[config.mk]
export PLATFORM = sky130hd
export DESIGN_NAME = pipe_if_id_buffer
export DESIGN_NICKNAME = d
export VERILOG_FILES = /design/src/rtl/cpu_pkg.sv /design/src/rtl/pipe_if_id_buffer_sync_fifo.sv /design/src/rtl/pipe_if_id_buffer.sv
export SDC_FILE = /design/constraint.sdc
export NUM_CORES = 1
export LEC_CHECK = 0
export CORE_ASPECT_RATIO = 1.25
export CORE_UTILIZATION = 38
export DETAILED_ROUTE_END_ITERATION = 8
export PLACE_DENSITY_LB_ADDON = 0.2
export SLEW_MARGIN = 10
export SYNTH_ARGS = -nofsm -noshare
export SYNTH_HDL_FRONTEND = slang
export SYNTH_SLANG_ARGS = --single-unit
export TNS_END_PERCENT = 1
[constraint.sdc]
create_clock -name clock -period 6.85 [get_ports clock]
set_input_delay 1.7125 -clock clock [delete_from_list [all_inputs] [get_ports clock]]
set_output_delay 1.7125 -clock clock [all_outputs]
set_load 0.1 [all_outputs]
[src/rtl/cpu_pkg.sv]
// Shared CPU front-end types: datapath width, the NOP encoding, the IF->ID
// payload and the pcsource encodings that drive a redirect flush.
package cpu_pkg;

  localparam int unsigned WORD_W = 32;
  localparam logic [WORD_W-1:0] NOP_INST = 32'h0000_0000;

  typedef struct packed {
    logic [WORD_W-1:0] pc4;
    logic [WORD_W-1:0] ins;
  } if_id_t;

  typedef enum logic [1:0] {
    PCSRC_PC4    = 2'b00,
    PCSRC_BRANCH = 2'b01,
    PCSRC_JR     = 2'b10,
    PCSRC_J      = 2'b11
  } pcsource_e;

  // Any pcsource other than sequential pc+4 redirects fetch.
  function automatic logic is_redirect(input pcsource_e src);
    return src != PCSRC_PC4;
  endfunction

endpackage

[src/rtl/pipe_if_id_buffer_sync_fifo.sv]
// Small circular FIFO with occupancy count and a clear that drops all held
// entries without touching storage.
module sync_fifo
  import cpu_pkg::*;
#(
  parameter int unsigned WIDTH = 2 * WORD_W,
  parameter int unsigned DEPTH = 2
) (
  input  logic             clock,
  input  logic             reset,
  input  logic             push,
  input  logic             pop,
  input  logic             clear,
  input  logic [WIDTH-1:0] wr_data,
  output logic [WIDTH-1:0] rd_data,
  output logic             full,
  output logic             empty
);

  localparam int unsigned PTR_W = (DEPTH > 1) ? $clog2(DEPTH) : 1;
  localparam int unsigned CNT_W = $clog2(DEPTH + 1);

  logic [WIDTH-1:0] mem_q [DEPTH];
  logic [PTR_W-1:0] wr_ptr_q, wr_ptr_d;
  logic [PTR_W-1:0] rd_ptr_q, rd_ptr_d;
  logic [CNT_W-1:0] count_q, count_d;

  // Pointer/count update; clear realigns the read pointer onto the write pointer.
  always_comb begin
    wr_ptr_d = wr_ptr_q;
    rd_ptr_d = rd_ptr_q;
    count_d  = count_q;
    if (clear) begin
      rd_ptr_d = wr_ptr_q;
      count_d  = '0;
    end else begin
      if (push) wr_ptr_d = wr_ptr_q + PTR_W'(1);
      if (pop)  rd_ptr_d = rd_ptr_q + PTR_W'(1);
      case ({push, pop})
        2'b10:   count_d = count_q + CNT_W'(1);
        2'b01:   count_d = count_q - CNT_W'(1);
        default: count_d = count_q;
      endcase
    end
  end

  always_ff @(posedge clock) begin
    if (reset) begin
      wr_ptr_q <= '0;
      rd_ptr_q <= '0;
      count_q  <= '0;
    end else begin
      wr_ptr_q <= wr_ptr_d;
      rd_ptr_q <= rd_ptr_d;
      count_q  <= count_d;
    end
  end

  // Storage is never reset; validity is tracked solely by count.
  always_ff @(posedge clock) begin
    if (push && !clear) mem_q[wr_ptr_q] <= wr_data;
  end

  assign rd_data = mem_q[rd_ptr_q];
  assign full    = (count_q == CNT_W'(DEPTH));
  assign empty   = (count_q == '0);

endmodule

[src/rtl/pipe_if_id_buffer.sv]
// IF->ID stage register with a skid queue: absorbs ID stalls, kills wrong-path
// fetches on redirect, and masks the ID-side instruction to NOP when empty.
module pipe_if_id_buffer
  import cpu_pkg::*;
#(
  parameter int unsigned      WIDTH = WORD_W,
  parameter int unsigned      DEPTH = 2,
  parameter logic [WIDTH-1:0] NOP   = WIDTH'(NOP_INST)
) (
  input  logic             clock,
  input  logic             reset,
  input  logic [WIDTH-1:0] pc4,
  input  logic [WIDTH-1:0] ins,
  input  logic             if_valid,
  output logic             if_ready,
  input  logic             flush,
  input  logic             id_ready,
  output logic             id_valid,
  output logic [WIDTH-1:0] dpc4,
  output logic [WIDTH-1:0] inst
);

  logic               push, pop;
  logic               full, empty;
  logic [2*WIDTH-1:0] rd_data;

  // Ready/valid depend only on held occupancy, never on id_ready.
  assign if_ready = !full;
  assign id_valid = !empty;
  assign push     = if_valid && if_ready && !flush;
  assign pop      = id_valid && id_ready && !flush;

  sync_fifo #(
    .WIDTH (2 * WIDTH),
    .DEPTH (DEPTH)
  ) u_fifo (
    .clock   (clock),
    .reset   (reset),
    .push    (push),
    .pop     (pop),
    .clear   (flush),
    .wr_data ({pc4, ins}),
    .rd_data (rd_data),
    .full    (full),
    .empty   (empty)
  );

  assign dpc4 = id_valid ? rd_data[2*WIDTH-1:WIDTH] : '0;
  assign inst = id_valid ? rd_data[WIDTH-1:0]       : NOP;

endmodule
Word level (Yosys, flattened, before mapping)
Memories as Yosys holds them, arrays and structs flattened. A register that Yosys moved wholly into a read port is not among the register bits.
Cells that the tools add are included.
{ "totals": {"register_bits": 4, "ramBits": 128, "inputBits": 69, "output_inout_bits": 66, "wordCells": 34, "mem_count": 1} }
{ "classes": {"add_sub_neg": 4, "eq_ne": 3, "mux": 9, "bitwise": 1, "reduce_logical": 13} }
{ "mem_list": {"columns": ["name", "words", "width", "rd", "rd_ports_with_merged_regs", "wr", "line", "rtl"], "rows": [
  ["u_fifo.mem_q", 2, 64, 1, 1, 1, "pipe_if_id_buffer_sync_fifo.sv:23", "logic [WIDTH-1:0] mem_q [DEPTH];"]
]} }
{ "op_table": {"columns": ["cell", "count"], "rows": [
  ["two-way mux 32 bit", 2],
  ["two-way mux 1 bit", 6],
  ["logical AND 1 bit", 5],
  ["== test 2 bit, second input constant", 2],
  ["one-hot mux 2 bit (2 select lines)", 1],
  ["nonzero test 2 bit", 2],
  ["logical NOT 1 bit", 3],
  ["adder 1 bit, second input constant", 2],
  ["adder 2 x 1 -> 2 bit, second input constant", 1],
  ["== test 2 x 1 -> 1 bit, second input constant", 1],
  ["logical NOT 2 bit", 1],
  ["AND reduction 2 bit", 1],
  ["OR reduction 2 bit", 1],
  ["subtractor 2 x 1 -> 2 bit, second input constant", 1],
  ["inverter 1 bit", 1]
]} }

Logic depth before layout (Yosys ltp)
{ "logic_depth": {"ltp_word": 8, "ltp_mapped": 7, "mapped_depth_nobuf": 7} }

Cells and area by module
From an unflattened synthesis, not the netlist that was laid out.
{ "unflattened": {"hier_cells": 297, "area_unflattened_um2": 5307.6} }
{ "by_module_without_submodules": {"columns": ["module", "n_inst", "cells_each", "area_each_um2", "seq_area_each_um2"], "rows": [
  ["sync_fifo", 1, 222, 4822.1, 3943.8],
  ["pipe_if_id_buffer", 1, 75, 485.5, 0.0]
]} }

Worst setup path before layout
OpenSTA, ideal clock, no wires.
{ "synth_timing": {"kind": "input-to-reg", "start": "in flush", "end": "mem u_fifo.mem_q[1][0] (netlist name), enable pin", "setup_ps": 487, "arrival_time_ps": 4724, "t_required_ps": 6363, "setup_slack_ps": 1639, "stages": 3, "path_buffers": 0, "path_cell_list": "nand2b_1 -> nand2b_1 -> nor2_1"} }
{ "synth_via": {"elab_chain_len": 5} }
{ "synth_lines": {"columns": ["item", "line", "rtl"], "rows": [
  ["from (decl)", "pipe_if_id_buffer.sv:16", "input logic flush,"],
  ["logical NOT 1 bit (*)", "pipe_if_id_buffer_sync_fifo.sv:61, pipe_if_id_buffer.sv:30", null],
  ["logical AND 1 bit", "pipe_if_id_buffer.sv:30", "assign push = if_valid && if_ready && !flush;"],
  ["logical AND 1 bit (*)", "pipe_if_id_buffer_sync_fifo.sv:61", "if (push && !clear) mem_q[wr_ptr_q] <= wr_data;"],
  ["two-way mux 1 bit (*)", "pipe_if_id_buffer_sync_fifo.sv:61", null],
  ["two-way mux 1 bit (implied by the code) (*)", "pipe_if_id_buffer_sync_fifo.sv:61", null],
  ["to (decl)", "pipe_if_id_buffer_sync_fifo.sv:23", null]
]} }
Mark *: on every way between the ends. The rest lies on a longest branch, timed or not.

==> flow_metrics.tcl <==
set metrics [dict create \
    cell_accounting_for_the_most_synthesized_area "sky130_fd_sc_hd__edfxtp_1" \
    post_synth.cell_area_avg_um2 16.8 \
    tightest_slew_ps 1150 \
    setup_tns_ps 0 \
    flip_flop_and_latch_count_after_synthesis 133 \
    cts_inserted_buffers 17 \
    critical_path.n_buffers_inverters 1 \
    timing.critical_path.required_ps 5140 \
    htree_levels 4 \
    dr.pass1.iters 4 \
    detail_route.wirelength_um 9430 \
    synth_warnings 0 \
    met3_wirelength_um 438 \
    die_ht_um 131 \
    antenna_violations_before_repair 0 \
    buffer_ports.inserted 134 \
    yosysMostFrequentCell "sky130_fd_sc_hd__edfxtp_1" \
    grt_start_max_net_pins 65 \
    numClockSinks 133 \
    initial_utilization_pct 39.4 \
    post-route-period-util_pct 70.2 \
    setup_violations 0 \
    post_synth_instance_area_um2 5030 \
    die_x_um 105 \
    finalWorstSetupSlack_ps 2040 \
    synth_async_sr_flop_share_pct 0 \
    maxUsedRoutingLayer "met4" \
    grt_util_all_layers_pct 14.5 \
    skew_ps 5.19 \
    synth_cells 299 \
    fin_nets 511 \
    cp_top_family "buffers and inverters" \
    timing.setup.critical_path_class "reg2out" \
    cts_hold_repair.buffers 0 \
    dpl.hpwl_um 5750 \
    gp_congestion 0.713 \
    drive_gt1_share_pct 8.37 \
    report.power.total_mw 2.12 \
    seq_area_frac_synth_pct 78.4 \
    cts_root_buffer "sky130_fd_sc_hd__clkbuf_16" \
    post-place-ws_ps 2440 \
    final_max_slew_viol_count 0 \
    leakagePower_nw 2.40 \
    post_cts_buffers 0 \
    ir_worst_vdd_v 0.000171 \
    syn2layout_area_growth_pct 43.1 \
    postRouteAntennaNets 0 \
    critPathCaptureType "output port" \
    drt-initial-drc-count 144 \
    fmax_mhz 208 \
    slew_headroom_pct 23.2 \
    total_via_count_in_the_routed_design 2863 \
    grt_setup_unrepaired "no" \
    status "completed" \
    clkLatencyLatePin_ps 400 \
    global_route.overflow_total 0 \
    power_density_nw_per_um2 295 \
    wl_met1_um 3790 \
    detailed_route_wire_length_per_cell_um 15.2 \
    synth_top_cells_by_area "sky130_fd_sc_hd__edfxtp_1 76%, sky130_fd_sc_hd__mux2i_1 13%, sky130_fd_sc_hd__nor2_1 5.0%" \
    design.core.area_um2 12800 \
    global_route_wire_length_before_repair_um 14600 \
    cts_tree "done" \
    antenna_cells_inserted 0 \
    worst_hold_path_type "reg2reg" \
    vias_per_cell 4.60 \
    critical_path.max_fanout 64 \
    clock_path_buffers 2 \
    drt_drc_violations_left 0 \
    io_pins 135 \
    critical_path.cell_chain "mux2i_1 > nor2_1 > clkdlybuf4s50_1" \
    first_global_vias 2976 \
    design.die.area_um2 13700 \
    floorplan.rows 46 \
    synth_top_area_share_pct 76.4 \
    synth.lib_cells_used.distinct 19 \
    route.met2.wl_um 5030 \
    netlist_top_cells_count "128 x sky130_fd_sc_hd__edfxtp_1, 67 x sky130_fd_sc_hd__nor2_1, 64 x sky130_fd_sc_hd__mux2i_1, 8 x sky130_fd_sc_hd__buf_2" \
    worst_ep_arrival_time_ps 3090 \
    minimum_period_implied_by_the_final_worst_setup_slack_ps 4810 \
    syn-num-nets 369 \
    max_cap_viol_count 0 \
    synth_enable_flop_cells 128 \
    clkTransAtPathRegs_ps 50 \
    final_hold_viol_count 0 \
    max_stage_delay_ps 1140 \
    timing.critical_path.slowest_stage_cell "sky130_fd_sc_hd__clkdlybuf4s50_1" \
    synth_flop_cell "sky130_fd_sc_hd__edfxtp_1" \
    cts_resized 0 \
    critPathLaunchType "register" \
]
[worst paths after layout]
path / cells past startpoint / from / slack (ps) / to
setup / recovery: 3 / register / 2040 / dpc4[11]
hold / removal: 2 / u_fifo.wr_ptr_q / 500 / u_fifo.wr_ptr_q
setup reg to reg: 5 / u_fifo.count_q[0] / 4220 / u_fifo.mem_q[1][45]
hold reg to reg: 2 / u_fifo.wr_ptr_q / 500 / u_fifo.wr_ptr_q
[cell families after synthesis]
family,after synthesis,synth area share [%]
AOI/OAI and AO/OA,7,0.796
adders and majority gates,1,0.249
xor gates and xnor gates,3,0.522
buffers and inverters,18,1.54
muxes,64,12.7
and+or+nand+nor,73,5.77
DFF,133,78.4
[state kept, by name, summed over array words and instances (netlist names), named ones only]
signal	count
u_fifo.mem_q	128
u_fifo.count_q	2
u_fifo.rd_ptr_q	1
u_fifo.wr_ptr_q	1
[routing by layer]
layer | up-vias | GRT usage (%)
li1 | 1388 | -
met5 | - | 0
met1 | 1372 | 15.6
met4 | 0 | 7.37
met2 | 90 | 26.0
met3 | 13 | 4.37
[cell type report]
cell class | instances | area (um2)
fill | 1062 | 5580
sequential | 133 | 3950
inverter | 4 | 15.0
clock inverter | 15 | 211
timing repair buffer | 137 | 1360
multi-input combinational | 148 | 1020
tap | 168 | 210
clock buffer | 17 | 425
[power breakdown]
group | internal, mW | total [mW] | switching, mW
Combinational | 0.0791 | 0.217 | 0.138
Sequential | 0.922 | 0.940 | 0.0185
Clock | 0.641 | 0.963 | 0.322
Total | 1.64 | 2.12 | 0.479
[layout by cell type (no fill, tap or decap)]
master                            Yosys  final
sky130_fd_sc_hd__xnor2_1              2      2
sky130_fd_sc_hd__ha_1                 1      1
sky130_fd_sc_hd__dfxtp_1              5      4
sky130_fd_sc_hd__clkinv_1             0      2
sky130_fd_sc_hd__buf_4                0      3
sky130_fd_sc_hd__inv_2                0      1
sky130_fd_sc_hd__clkbuf_16            0     17
sky130_fd_sc_hd__a21oi_1              2      2
sky130_fd_sc_hd__clkdlybuf4s50_1      0    134
sky130_fd_sc_hd__bufinv_16            0      5
sky130_fd_sc_hd__nor2_4               0      2
sky130_fd_sc_hd__nand2b_1             2      2
sky130_fd_sc_hd__clkinv_2             0      4
sky130_fd_sc_hd__inv_1                4      3
sky130_fd_sc_hd__clkinv_4             0      3
sky130_fd_sc_hd__nor3_1               1      1
sky130_fd_sc_hd__o21ai_0              3      3
sky130_fd_sc_hd__edfxtp_1           128    128
sky130_fd_sc_hd__a211oi_1             1      1
sky130_fd_sc_hd__and2b_2              1      1
sky130_fd_sc_hd__clkinvlp_4           0      1
sky130_fd_sc_hd__mux2i_1             64     64
sky130_fd_sc_hd__or3_1                2      2
sky130_fd_sc_hd__nor2_1              67     65
sky130_fd_sc_hd__dfxtp_4              0      1
sky130_fd_sc_hd__xor2_1               1      1
sky130_fd_sc_hd__o21a_1               1      1
[per-stage QoR]
step                area [um2]  utilization, %  hold slack, ps  cells
global placement          6560            51.4             483    590
CTS                       7200            56.3             492    622
global route              7200            56.3             521    622
detailed placement        6560            51.4             482    590
finish                    7200            56.3             502    622
floorplan                 5030               -             456    299
[tightest hold or removal path: cells and delay by family, from the launching register on]
family	cells	cell delay, ps
flops	1	320
compound gates	2	130
Power figures use the tool's default switching activity.
